**src/rtl/lycan_globals.sv**
```systemverilog
// Project-wide constants shared by the Lycan USB datapath blocks.
package lycan_globals;

    localparam int usb_packet_width = 32;
    localparam int num_peripherals  = 8;
    localparam int periph_addr_lsb  = 29;
    localparam int tx_route_timeout = 1024;

    typedef logic [2:0] periph_addr_t;

    // One-hot write strobe for a 3-bit peripheral address.
    function automatic logic [7:0] decoder(input periph_addr_t addr);
        decoder = 8'b1 << addr;
    endfunction

endpackage

```
**src/rtl/lycan_tx_router_buf.sv**
```systemverilog
// Two-entry shift buffer: slot0 is the head, pop shifts slot1 forward and a
// push lands in the first slot left free after the pop.
module lycan_tx_router_buf
    import lycan_globals::*;
#(
    parameter int WIDTH = usb_packet_width
) (
    input  logic             clk,
    input  logic             rst,
    input  logic             push,
    input  logic [WIDTH-1:0] din,
    input  logic             pop,
    output logic [WIDTH-1:0] head,
    output logic [1:0]       cnt
);

    logic [WIDTH-1:0] slot0;
    logic [WIDTH-1:0] slot1;
    logic             pop_ok;
    logic [1:0]       keep;

    assign pop_ok = pop && (cnt != 2'd0);
    assign keep   = cnt - {1'b0, pop_ok};
    assign head   = slot0;

    always_ff @(posedge clk) begin
        if (rst) begin
            cnt <= 2'd0;
        end else begin
            cnt <= keep + {1'b0, push};
        end
    end

    // Payload needs no reset; occupancy alone says which slots are meaningful.
    always_ff @(posedge clk) begin
        if (pop_ok) begin
            slot0 <= slot1;
        end
        if (push) begin
            if (keep == 2'd0) begin
                slot0 <= din;
            end else begin
                slot1 <= din;
            end
        end
    end

endmodule

```
**src/rtl/lycan_tx_router.sv**
```systemverilog
// Routes each packet from the FTDI read FIFO to the single peripheral named by
// its address field, with per-target backpressure and a stall timeout drop.
module lycan_tx_router
    import lycan_globals::*;
#(
    parameter int NUM_PERIPH = num_peripherals,
    parameter int WIDTH      = usb_packet_width,
    parameter int ADDR_LSB   = periph_addr_lsb,
    parameter int TIMEOUT    = tx_route_timeout
) (
    input  logic                  clk,
    input  logic                  rst,
    input  logic [WIDTH-1:0]      fifo_dout,
    input  logic                  fifo_empty,
    output logic                  fifo_rd_en,
    output logic [WIDTH-1:0]      periph_tx_data,
    output logic [NUM_PERIPH-1:0] periph_tx_valid,
    input  logic [NUM_PERIPH-1:0] periph_tx_full,
    output logic [15:0]           drop_count,
    output logic                  drop_pulse,
    output logic                  busy
);

    localparam logic [15:0] TIMEOUT_LAST = 16'(TIMEOUT - 1);

    logic [1:0]   cnt;
    logic         rd_pend;
    logic [15:0]  wait_cnt;
    periph_addr_t addr;
    logic [7:0]   full_ext;
    logic [7:0]   onehot;
    logic         in_range;
    logic         deliver;
    logic         bad_addr;
    logic         stalled;
    logic         timed_out;
    logic         pop;
    logic         drop;
    logic [2:0]   occ_after;

    lycan_tx_router_buf #(
        .WIDTH(WIDTH)
    ) u_buf (
        .clk  (clk),
        .rst  (rst),
        .push (rd_pend),
        .din  (fifo_dout),
        .pop  (pop),
        .head (periph_tx_data),
        .cnt  (cnt)
    );

    assign addr     = periph_tx_data[ADDR_LSB+2:ADDR_LSB];
    assign full_ext = 8'(periph_tx_full);
    assign onehot   = decoder(addr);
    assign in_range = int'(addr) < NUM_PERIPH;

    assign deliver   = (cnt != 2'd0) && in_range && !full_ext[addr];
    assign bad_addr  = (cnt != 2'd0) && !in_range;
    assign stalled   = (cnt != 2'd0) && in_range && full_ext[addr];
    assign timed_out = (TIMEOUT != 0) && stalled && (wait_cnt == TIMEOUT_LAST);
    assign pop       = deliver || bad_addr || timed_out;
    assign drop      = bad_addr || timed_out;

    // Reads are issued only when the slot is guaranteed free on arrival,
    // counting the read already in flight and this cycle's pop.
    assign occ_after  = 3'(cnt) + 3'(rd_pend) - 3'(pop);
    assign fifo_rd_en = !rst && !fifo_empty && (occ_after < 3'd2);

    assign periph_tx_valid = deliver ? onehot[NUM_PERIPH-1:0] : '0;
    assign drop_pulse      = drop;
    assign busy            = (cnt != 2'd0) || rd_pend;

    always_ff @(posedge clk) begin
        if (rst) begin
            rd_pend    <= 1'b0;
            wait_cnt   <= 16'd0;
            drop_count <= 16'd0;
        end else begin
            rd_pend <= fifo_rd_en;
            if (pop || (cnt == 2'd0)) begin
                wait_cnt <= 16'd0;
            end else if (stalled) begin
                wait_cnt <= wait_cnt + 16'd1;
            end
            if (drop && (drop_count != 16'hFFFF)) begin
                drop_count <= drop_count + 16'd1;
            end
        end
    end

endmodule
```
**config.mk**
```make
export PLATFORM = sky130hd
export DESIGN_NAME = lycan_tx_router
export DESIGN_NICKNAME = d
export VERILOG_FILES = /design/src/rtl/lycan_globals.sv /design/src/rtl/lycan_tx_router_buf.sv /design/src/rtl/lycan_tx_router.sv
export SDC_FILE = /design/constraint.sdc
export NUM_CORES = 1
export LEC_CHECK = 0
export CORE_ASPECT_RATIO = 1.25
export CORE_UTILIZATION = 40
export DETAILED_ROUTE_END_ITERATION = 8
export PLACE_DENSITY_LB_ADDON = 0.12
export SLEW_MARGIN = 25
export SYNTH_ARGS = -nofsm -noshare
export SYNTH_HDL_FRONTEND = slang
export SYNTH_SLANG_ARGS = --single-unit
```
**constraint.sdc**
```tcl
create_clock -name clk -period 6.6 [get_ports clk]
set_input_delay 0.66 -clock clk [delete_from_list [all_inputs] [get_ports clk]]
set_output_delay 0.66 -clock clk [all_outputs]
set_load 0.02 [all_outputs]
```
---- Word-level counts from Yosys, hierarchy flattened ----
Cells that the tools add are included.
storage, ports and cells
  output and inout port bits .............. 59
  word-level logic and storage cells ...... 42
  bits of input ports ..................... 43
  bits in registers ....................... 99
cells by class
  $lt $le $gt $ge ......................... 2
  equal/unequal tests ..................... 2
  reductions and logical operators ........ 18
  multiplexer cells ....................... 6
  bitwise logic cells ..................... 1
  $add $sub $neg .......................... 6
  shift operators ......................... 1
operators with widths
  cell                                                                      number
  32-bit 2-to-1 mux                                                         3
  16-bit by 1-bit adder with 16-bit output (second input constant)          2
  16-bit by 10-bit equality test with 1-bit output (second input constant)  1
  16-bit inequality test (second input constant)                            1
  8-bit 2-to-1 mux                                                          1
  1-bit by 3-bit << shifter with 8-bit output (first input constant)        1
  1-bit logical AND                                                         7
  2-bit logical NOT                                                         2
  3-bit by 4-bit < comparator with 1-bit output (second input constant)     1
  2-bit by 1-bit adder with 3-bit output                                    1
  1-bit binary-select mux with 3-bit select                                 1
  1-bit logical NOT                                                         3
  1-bit logical OR                                                          3
  3-bit by 2-bit < comparator with 1-bit output (second input constant)     1
  3-bit by 1-bit subtractor with 3-bit output                               1
  2-bit by 1-bit adder with 2-bit output                                    1
  2-bit AND reduction                                                       1
  2-bit nonzero test                                                        1
  2-bit OR reduction                                                        1
  2-bit by 1-bit subtractor with 2-bit output                               1
  1-bit 2-to-1 mux                                                          1
  1-bit inverter                                                            1

---- Logic depth before layout (Yosys ltp) ----
Gate-level depths: netlist (run 1).
  word-level depth ........................ 10
  mapped depth ............................ 14
  mapped depth without buffers ............ 11

---- Hierarchy ----
From an unflattened synthesis (run 1), not the netlist that was laid out.
unflattened totals
  cell total of the unflattened synthesis .. 380
  area, all modules ....................... 4418.0 µm²
by module, submodules not included
  module               cells each  seq. area each (µm²)  area an instance (µm²)  times used
  lycan_tx_router_buf  149         1641.6                2513.7                  1
  lycan_tx_router      231         660.6                 1904.3                  1

---- Least setup slack after synthesis (run 1) ----
Ideal clock, no wire load.
  path type ............................... input to register
  start ................................... input periph_tx_full[3]
  end ..................................... register u_buf.slot1[0] (enable)
  arrival ................................. 4.236 ns
  slack ................................... 1.894 ns
  path buffers ............................ 0
  data required time ...................... 6.130 ns
  stages .................................. 7
  library setup time ...................... 0.470 ns
  cells stage by stage .................... mux4_2 > mux2i_4 > nor2_1 > nor2_1 > ha_1 > xnor2_1 > a21boi_0
between the ends
  longest elaborated chain between the ends .. 10
  elaborated cells between the ends (all ways) .. 12
  classes of those cells .................. add/sub: 1; mux: 2; bitwise: 1; reduce/logical: 8
RTL lines
  what                                                    line                                          RTL
  from (decl)                                             lycan_tx_router.sv:18                         input logic [NUM_PERIPH-1:0] periph_tx_full,
  1-bit binary-select mux with 3-bit select *             lycan_tx_router.sv:58, lycan_tx_router.sv:60
  1-bit 2-to-1 mux (implied by the code) *                lycan_tx_router.sv:58, lycan_tx_router.sv:60
  1-bit logical NOT or 1-bit logical AND (tied branches)  lycan_tx_router.sv:58, lycan_tx_router.sv:60
  1-bit logical AND (on tied branches)                    lycan_tx_router.sv:58, lycan_tx_router.sv:61
  1-bit logical OR *                                      lycan_tx_router.sv:62                         assign pop = deliver || bad_addr || timed_out;
  1-bit logical AND *                                     lycan_tx_router_buf.sv:22                     assign pop_ok = pop && (cnt != 2'd0);
  2-bit by 1-bit subtractor with 2-bit output *           lycan_tx_router_buf.sv:23                     assign keep = cnt - {1'b0, pop_ok};
  2-bit logical NOT *                                     lycan_tx_router_buf.sv:40                     if (keep == 2'd0) begin
  1-bit inverter (no line) *                              -
  2-bit AND reduction (no line) *                         -
  to (signal assigned)                                    lycan_tx_router_buf.sv:43                     slot1 <= din;
  to (decl)                                               lycan_tx_router_buf.sv:18                     logic [WIDTH-1:0] slot1;
Mark *: on every way between the ends. The rest lies on a longest branch, timed or not. The select of a mux whose other input is x is not followed.
A chain may end at the register's enable or synchronous reset.

---- Final worst setup path (run 1) ----
  start ................................... input periph_tx_full[3]
  end ..................................... output fifo_rd_en
between the ends
  longest elaborated chain between the ends .. 8
  elaborated cells between the ends (all ways) .. 10
  classes of those cells .................. add/sub: 1; order compare: 1; mux: 2; reduce/logical: 6
RTL lines
  what                                                    line                                          RTL
  1-bit binary-select mux with 3-bit select *             lycan_tx_router.sv:58, lycan_tx_router.sv:60
  1-bit 2-to-1 mux (implied by the code) *                lycan_tx_router.sv:58, lycan_tx_router.sv:60
  1-bit logical NOT or 1-bit logical AND (tied branches)  lycan_tx_router.sv:58, lycan_tx_router.sv:60
  1-bit logical AND (on tied branches)                    lycan_tx_router.sv:58, lycan_tx_router.sv:61
  1-bit logical OR *                                      lycan_tx_router.sv:62
  3-bit by 1-bit subtractor with 3-bit output *           lycan_tx_router.sv:67                         assign occ_after = 3'(cnt) + 3'(rd_pend) - 3'(pop);
  3-bit by 2-bit < comparator with 1-bit output *         lycan_tx_router.sv:68                         assign fifo_rd_en = !rst && !fifo_empty && (occ_after < 3'd2);
  1-bit logical AND *                                     lycan_tx_router.sv:68
  to (decl)                                               lycan_tx_router.sv:15                         output logic fifo_rd_en,
Marks and branches as above.

==> summary.txt, run 1 <==
Clocking
  – Root Buffer Master: clkbuf_16
  – PostCTS Resize Cnt: 0
  – Hold buffer count at CTS: 0
  – Setup bufs post-CTS: 0
  – CTS Buf Count: 9
  – CTS Sinks: 99
  – Skew-Pair Late Insertion Delay: 350 ps
  – CTS tree: done
  – Clk slew on worst S/H paths: about 60 ps
  – H-tree lvl count: 3
  – Clock buffer depth: 2

Timing
  – Worst-Margin Slew: between 900 and 1000 ps
  – Unrepaired setup endpoints after global routing: false
  – Final Hold Viols: 0
  – Max Clk Rate: 205.1 MHz
  – Tcrit/Tclk final: 0.7387
  – Slew Viols, Final: 0
  – Worst Clk Skew: slightly above 10 ps
  – Final setup violating endpoints: 0
  – Slew HR: 0.3901
  – Setup TNS: 0 ps
  – Crit path time final: 4875 ps

Synth
  – Post-synthesis cell type count: 47
  – Synth top cells by count: nor2_1 (94), dfxtp_1 (67), a21oi_1 (43), edfxtp_1 (32), o2bb2ai_1 (32)
  – Top cells by area, synth: dfxtp_1 (28%), edfxtp_1 (20%), nor2_1 (7.4%)
  – Synth Register Bits: 99
  – Most frequent cell after synthesis: nor2_1
  – Synth top area share: 0.2811
  – Syn nets: 532
  – Cell taking the most area after synthesis: dfxtp_1
  – Ys flop type: dfxtp_1
  – EDFF count, synth: 32
  – Async S/R FF share, synth: 0
  – Synthesized area per cell: between 9 and 10 µm²
  – Yosys warnings: 0
  – Cells after Synth: 483
  – Sequential element share of the synthesized area: 0.4826
  – Cell Area, Synth: between 4000 and 5000 µm²

Final layout
  – Layout Utilization: 0.5325
  – Finished Layout Cells: 731
  – Fill count: around 1.1k
  – Area Growth Syn to Fin: 29.66%
  – Nets: 614
  – Antenna cells: 0
  – Proportion of layout cells with a drive suffix above 1: 0.07018

Worst setup path
  – Crit path max-delay family: buffers and inverters
  – Critical Path AT: 4220 ps
  – Worst Path Max Fanout: 18
  – Setup crit end kind: output port
  – CP max stage delay: 670 ps
  – CP Class: in2out
  – CP cell instances: clkdlybuf4s50_1 -> mux4_2 -> mux2i_4 -> nor2_1 -> nor2_1 -> ha_1 -> nand2b_1 -> fa_1 -> xor2_1 -> nor4b_1 -> clkdlybuf4s50_1
  – Startpoint Class: input pin
  – Required time of the critical path: 5940 ps
  – Buffers & Inverters on Critical Path: 2
  – Slowest cell on the critical path: clkdlybuf4s50_1

Routing
  – Initial DRC Count: around 170
  – Routed via count: 3956
  – DRT Pass-1 Iters: 6
  – Post-route ant nets: 0
  – Vias per cell: 5.412
  – Detailed-route wire length per cell: roughly 16 µm
  – Routed WL: 11660 µm
  – DRC violations left: 0

Global routing
  – Tot GR Track Use: 0.1967
  – First-pass GRT wire length: 19050 µm
  – Overflow after GRT: 0
  – Initial antenna violation count: 0
  – Number of global-route vias before repair: 3847
  – Largest net degree at the start of global routing: 66

Run status
  – Status: completed

Die
  – I/O pin cnt: between 100 and 150
  – Initial Util: 0.4107
  – Core area: 11620 µm²
  – Chip Width: 99.68 µm
  – Rows: 44
  – Die Area: 12370 µm²
  – DIE HEIGHT: around 120 µm

Place
  – RD Place Congestion: approximately 0.79
  – DP HPWL: 7285 µm
  – Buffers on Ports: 101
  – Cell total after placement: approximately 720

Power
  – VDD IR max: 0.0002061 V
  – PwrDens: approximately 440 nW/µm²
  – Total power draw: 0.002705 W
  – Leakage: 2.024 nW

Worst hold path
  – Min-delay worst type: reg2reg

Run
  – Max_cap viols: 0
final timing paths:
kind	startpoint	end	slack, ps	depth (start not counted)
max reg2reg	u_buf.head[29]	u_buf.head[31]	2700	10
min	wait_cnt[0]	wait_cnt[0]	480	1
max	periph_tx_full[3]	fifo_rd_en	1720	11
min reg2reg	wait_cnt[0]	wait_cnt[0]	480	1
cells by family after synthesis:
group,count (synthesis),share of synthesized area
buf+inv,42,0.04327
mux,8,0.02649
flops,99,0.4826
xor+xnor,18,0.03304
fa+ha+maj,6,0.01731
simple gates,188,0.1949
compound gates,122,0.2025
layout make-up:
type	instances	area [µm²]	share of cell area
multi-input cells	342	2286	0.3695
repair buffers	107	1056	0.1707
inverters	6	22.52	0.003641
clock buffers	9	225.2	0.03641
well taps	161	201.4	0.03256
flip-flops and latches	99	2302	0.3722
clock inverters	7	92.59	0.01497
layout by cell type, fill, tap and decap left out, types with 12 or more instances in the layout:
master,count
nor2_1,93
nor4_1,12
clkdlybuf4s50_1,101
a21oi_1,43
edfxtp_1,32
dfxtp_1,67
nand2_1,16
o2bb2ai_1,32
or3_1,12
xnor2_1,14
o221a_1,30
state kept, by name (all words and copies together) (netlist names):
name / cells
u_buf.cnt: 2
u_buf.slot1: 32
rd_pend: 1
u_buf.head: 32
wait_cnt: 16
drop_count: 16
routing by layer:
layer	track usage	part of all wire	wire length (µm)
met1	0.2430	0.46	5327
met2	0.3453	0.49	5700
met3	0.03367	0.041	476
met4	0.06893	0.014	159
met5	0	0	0
power by group:
group | internal (W) | switching [W]
Sequential | 0.000795 | 0.000136
Clock | 0.000331 | 0.000231
Combinational | 0.000555 | 0.000657
per-stage QoR:
| step | worst slack, ps | hold slack (ps) | instance area, µm² |
|---|---|---|---|
| 2_1_floorplan | 1894 | 430.0 | 4771 |
| 3_3_place_gp | 1713 | 445.2 | 5868 |
| 3_5_place_dp | 1668 | 452.6 | 5868 |
| 4_1_cts | 1671 | 490.6 | 6186 |
| 5_1_grt | 1484 | 524.0 | 6186 |
| 6_report | 1725 | 481.5 | 6186 |
Note: power is estimated with default switching activity, not from simulation.
==> run 2, diff against run 1 <==
Clock period 6.6 ns to 4.1 ns, I/O delays scaled along.
==> summary.txt, run 2 (same netlist as run 1, synthesis figures left out) <==
Clocking
  – Clk slew on worst S/H paths: roughly 60 ps
  – H-tree lvl count: 3
  – CTS Sinks: 99
  – Skew-Pair Late Insertion Delay: between 300 and 400 ps
  – Root Buffer Master: clkbuf_16
  – Setup bufs post-CTS: 0
  – CTS tree: done
  – PostCTS Resize Cnt: 0
  – Hold buffer count at CTS: 0
  – Clock buffer depth: 2
  – CTS Buf Count: 9

Worst hold path
  – Hold depth: 1
  – Worst hold endpoint: wait_cnt[0]
  – Worst Hold Launch: wait_cnt[0]
  – Min-delay worst type: reg2reg

Power
  – VDD IR max: 0.0003600 V
  – Logic pwr share: 0.473
  – PwrDens: 703.2 nW/µm²
  – Clock share of power: 0.192
  – Total internal power: ~0.0027 W
  – Flop pwr share: 0.335
  – Net Switching: 0.001668 W
  – Switching power share of the total: 0.3820
  – Leakage: between 2 and 2.5 nW

Global routing
  – Tot GR Track Use: 0.2043
  – Largest net degree at the start of global routing: 46
  – Met1 GRT Util: 0.2435
  – Initial antenna violation count: 0
  – Number of global-route vias before repair: slightly below 4k
  – M3 GR Usage: 0.05219
  – Overflow after GRT: 0
  – First-pass GRT wire length: 19690 µm
  – Met2 Use GR: 0.3569
  – GR peak layer: met2

Worst setup path
  – Worst reg-to-reg path cell count: 11
  – Worst Path Max Fanout: 3
  – CP Class: in2out
  – Slowest cell on the critical path: clkdlybuf4s50_1
  – Critical Path AT: 3530 ps
  – CP cell instances: clkdlybuf4s50_1 -> mux4_2 -> mux2i_4 -> nor2_1 -> nor2_1 -> ha_1 -> nand2b_1 -> fa_1 -> xor2_1 -> nor4b_1 -> clkdlybuf4s50_1
  – Setup crit end kind: output port
  – R2r setup slk: 1050 ps
  – CP max stage delay: ~660 ps
  – Startpoint Class: input pin
  – FF-to-FF End: u_buf.head[29]
  – Required time of the critical path: between 3000 and 4000 ps
  – Reg2reg start: wait_cnt[0]

Routing
  – Post-route ant nets: 0
  – DRC violations left: 0
  – Routed via count: approximately 4.1k
  – Vias per cell: 5.529
  – Detailed-route wire length per cell: approximately 16 µm
  – Routed WL: 12120 µm
  – Initial DRC Count: 143
  – DRT Pass-1 Iters: 4

Timing
  – Worst-Margin Slew: 567.8 ps
  – Tcrit/Tclk final: 0.9599
  – Max Clk Rate: ~250 MHz
  – Slew HR: 0.6215
  – Crit path time final: roughly 3900 ps
  – Final Hold Viols: 0
  – Final setup violating endpoints: 0
  – Setup TNS: 0 ps
  – Slew Viols, Final: 0
  – Worst Clk Skew: 4.402 ps
  – Unrepaired setup endpoints after global routing: false

Final layout
  – Proportion of layout cells with a drive suffix above 1: 0.08160
  – Area Growth Syn to Fin: 30.16%
  – Flip-flop and latch area: 2302 µm²
  – Fill count: approximately 1.1k
  – Nets: between 600 and 700
  – Multi-input logic area: 2287 µm²
  – Finished Cell Area: 6210 µm²
  – Antenna cells: 0
  – Most frequent cells in the layout: clkdlybuf4s50_1 (101), nor2_1 (93), dfxtp_1 (67)
  – Commonest non-fill, non-tap cell in the layout: clkdlybuf4s50_1

Die
  – Core area: 11620 µm²
  – DIE HEIGHT: 124.1 µm
  – I/O pin cnt: approximately 100
  – Die Area: 12370 µm²
  – Rows: 44
  – Chip Width: 99.68 µm
  – Initial Util: 0.4107

Place
  – DP HPWL: 7490 µm
  – Dpl cell area: just under 6000 µm²
  – Buffers on Ports: 101
  – RD Place Congestion: 0.8316

Run
  – Max_cap viols: 0

Run status
  – Status: completed
## run 2: how the worst max path moves through the flow
stage                     slack [ps]  depth (start not counted)               from        endpoint
after global placement           150                         11  periph_tx_full[3]      fifo_rd_en
final                            160                         11  periph_tx_full[6]      fifo_rd_en
after floorplan                  250                          8     u_buf.head[29]  u_buf.slot1[0]
after CTS                        140                         11  periph_tx_full[6]      fifo_rd_en
after global routing              50                         11        wait_cnt[0]      fifo_rd_en
after detailed placement         130                         11  periph_tx_full[7]      fifo_rd_en
## run 2: per-stage QoR
step                hold WS (ps)  power [W]  std cells  worst slack, ps    util
floorplan                  430.0   0.002825        483            251.4       -
global placement           444.7   0.003500        721            151.0  0.5092
detailed placement         452.7   0.003559        721            133.7  0.5092
CTS                        469.2   0.004419        737            136.6  0.5346
global route               500.9   0.004648        737            45.06  0.5346
finish                     466.7   0.004367        737            164.4  0.5346
## run 2: critical path, delay by kind of cell
kind                       cells  cell delay [ps]
xor gates and xnor gates       1              160
adders and majority gates      2              600
buffers and inverters          2             1060
muxes                          2              680
and+or+nand+nor                4              590
## run 2: power by group through the flow
stage / clock network (W) / registers (W) / logic [W]
2_1_floorplan: 0 / 0.00162 / 0.00120
3_3_place_gp: 0 / 0.00147 / 0.00203
3_5_place_dp: 0 / 0.00147 / 0.00209
4_1_cts: 0.000865 / 0.00146 / 0.00209
5_1_grt: 0.000902 / 0.00149 / 0.00225
6_report: 0.000840 / 0.00146 / 0.00207
## run 2: cell type report
cell class | instances | share of cell area
Sequential cell | 99 | 0.3707
Multi-Input combinational cell | 342 | 0.3683
Timing Repair Buffer | 113 | 0.1773
Clock buffer | 11 | 0.03909
Tap cell | 161 | 0.03244
Clock inverter | 5 | 0.008463
Inverter | 6 | 0.003627
## run 2: metal layers
metal,up-vias,share of wire
li1,1990,-
met1,1968,0.44
met2,107,0.49
met3,10,0.060
met4,0,0.013
met5,-,0
==> RTL edit, RTL diff (settings of run 2) <==
Put one more register stage on the output `drop_count`, with the module's reset. The value now appears one clock later. The other outputs are not delayed to match.
--- a/src/rtl/lycan_tx_router.sv
+++ b/src/rtl/lycan_tx_router.sv
@@ -24,2 +24,4 @@
     localparam logic [15:0] TIMEOUT_LAST = 16'(TIMEOUT - 1);
+
+    logic [15:0] drop_count_s0;
 
@@ -77,3 +79,3 @@
             wait_cnt   <= 16'd0;
-            drop_count <= 16'd0;
+            drop_count_s0 <= 16'd0;
         end else begin
@@ -85,4 +87,4 @@
             end
-            if (drop && (drop_count != 16'hFFFF)) begin
-                drop_count <= drop_count + 16'd1;
+            if (drop && (drop_count_s0 != 16'hFFFF)) begin
+                drop_count_s0 <= drop_count_s0 + 16'd1;
             end
@@ -91,2 +93,10 @@
 
+    always_ff @(posedge clk) begin
+        if (rst) begin
+            drop_count <= '0;
+        end else begin
+            drop_count <= drop_count_s0;
+        end
+    end
+
 endmodule
Behaviour: no difference found for any inputs over 10 cycles, from zero or initial values and one cycle with rst high; that may be too few to reach the edited logic, so the function may still have changed.
==> RTL edit against run 2 <==
- core utilization rose by 1.7 points
- cell area rose by 8.1%
- power rose by 13%
- setup slack improved by 0.17 ns
- wire length fell by 4.4%
- synthesized area rose by 4.4%
- die area rose by 4.3%
- non-clock buffer count did not move
- hold slack got worse by 0.012 ns
- sequential cell count rose by 16
==> RTL edit: results (changes against run 2) <==
metric	value	unit	change
critPathArrivalTime	3.35	ns	-0.18 ns
num_vias	3986		-2.2%
drive_above_1_share	16.1	%	+7.9 points
slowest_stage	mux4_1		
antenna_found_initial	0		unchanged
status	complete, no violations		
track_usage	19.5	%	-0.97 points
syn-num-nets	521		-2.1%
first_iter_violations	141		-1.4%
cts-htree-levels	4		+1
ys_types	46		-2.1%
clock_latency	0.40	ns	+0.07 ns
r2r_cells	11		unchanged
slowest_delay	0.58	ns	-0.08 ns
yosysSeqAreaShare	52.7	%	+4.4 points
leakage	2.33	nW	+14%
synthTopCellsByCount	dfxtp_1 (83), nor2_1 (66), a21oi_1 (36)		
fmax	0.266	GHz	+4.6%
ys_top_cells_by_area	dfxtp_1 (33%), edfxtp_1 (19%), o221a_2 (7.2%)		
p_switching	1.66	mW	-0.79%
post-place-ws	0.0724	ns	-0.0614 ns
place_hpwl	7310	um	-2.4%
routabilityCongestion	0.722		-13%
avgSynthCellArea	10.6	sq um	+6.8%
grt_pass1_wl	19300	um	-2.0%
synth_top_area_share	33.4	%	+5.3 points
nets	616		-0.65%
cp_top_family	multiplexers		
grt_start_max_net_pins	41		-11%
cts_buffers	17		+8
r2r_slack	1.02	ns	-0.03 ns
r2r-start	u_buf.head[30]$_DFF_P_		
place_area	0.00618	sq mm	+4.4%
slew_headroom	44.3	%	-18 points
antenna_cells	0		unchanged
finalClockSkew	0.00830	ns	+0.00390 ns
wl_per_cell	15.6	um	-5.2%
==> RTL edit: area by class of cell <==
cell class,instances,area (sq um)
clock buffers,25,505
clock inverters,6,30.0
fillers,1130,5450
inverters,9,33.8
multi-input cells,311,2180
flip-flops and latches,115,2620
well taps,164,205
repair buffers,113,1140
==> RTL edit: worst max-delay path by stage <==
stage | startpoint | to | cells after the start
after global placement | periph_tx_full[5] | fifo_rd_en | 11
after detailed placement | periph_tx_full[5] | fifo_rd_en | 11
final | u_buf.head[29]$_DFF_P_ | fifo_rd_en | 10
after global routing | u_buf.head[29]$_DFF_P_ | fifo_rd_en | 10
after floorplan | u_buf.head[29]$_DFF_P_ | u_buf.slot1[0]$_DFFE_PP_ | 8
after CTS | u_buf.head[29]$_DFF_P_ | fifo_rd_en | 10
==> RTL edit: stage by stage <==
stage | hold WS (ns) | power, mW | cells
after floorplan | 0.418 | 2.92 | 472
after global placement | 0.427 | 3.61 | 712
after detailed placement | 0.449 | 3.66 | 712
after CTS | 0.461 | 5.00 | 743
after global routing | 0.506 | 5.25 | 743
final | 0.455 | 4.95 | 743
==> RTL edit: worst register-to-register path: cells and delay by family (launching register included) <==
| family | cells | cell delay (ns) |
|---|---|---|
| adders and majority gates | 1 | 0.19 |
| and+or+nand+nor | 3 | 0.65 |
| muxes | 2 | 0.37 |
| AOI/OAI and AO/OA | 2 | 0.47 |
| xor gates and xnor gates | 1 | 0.39 |
| DFF | 1 | 0.55 |
| buffers and inverters | 2 | 0.42 |
==> RTL edit: power by group through the flow <==
| stage | combinational [mW] | clock, mW | sequential [mW] |
|---|---|---|---|
| CTS | 2.01 | 1.35 | 1.64 |
| global placement | 1.96 | 0 | 1.65 |
| global route | 2.18 | 1.41 | 1.67 |
| finish | 1.99 | 1.32 | 1.64 |
| detailed placement | 2.01 | 0 | 1.65 |
| floorplan | 1.13 | 0 | 1.79 |
==> RTL edit: what timing repair did <==
item,CTS,global route
setup endpoints to repair,1,0
gates resized for setup,1,0
hold buffers,0,0
==> RTL edit: layer usage <==
layer	global-route usage, %	part of all wire (%)
met2	33.0	51
met4	7.42	1.3
met1	22.7	43
met3	6.01	4.8
met5	0	0
==> RTL edit: kinds of logic after synthesis <==
| family | after synthesis | share of synthesized area, % |
|---|---|---|
| buf+inv | 46 | 3.97 |
| compound gates | 109 | 17.8 |
| simple gates | 166 | 17.3 |
| xor+xnor | 15 | 2.64 |
| mux | 15 | 3.97 |
| flops | 115 | 52.7 |
| fa+ha+maj | 6 | 1.66 |
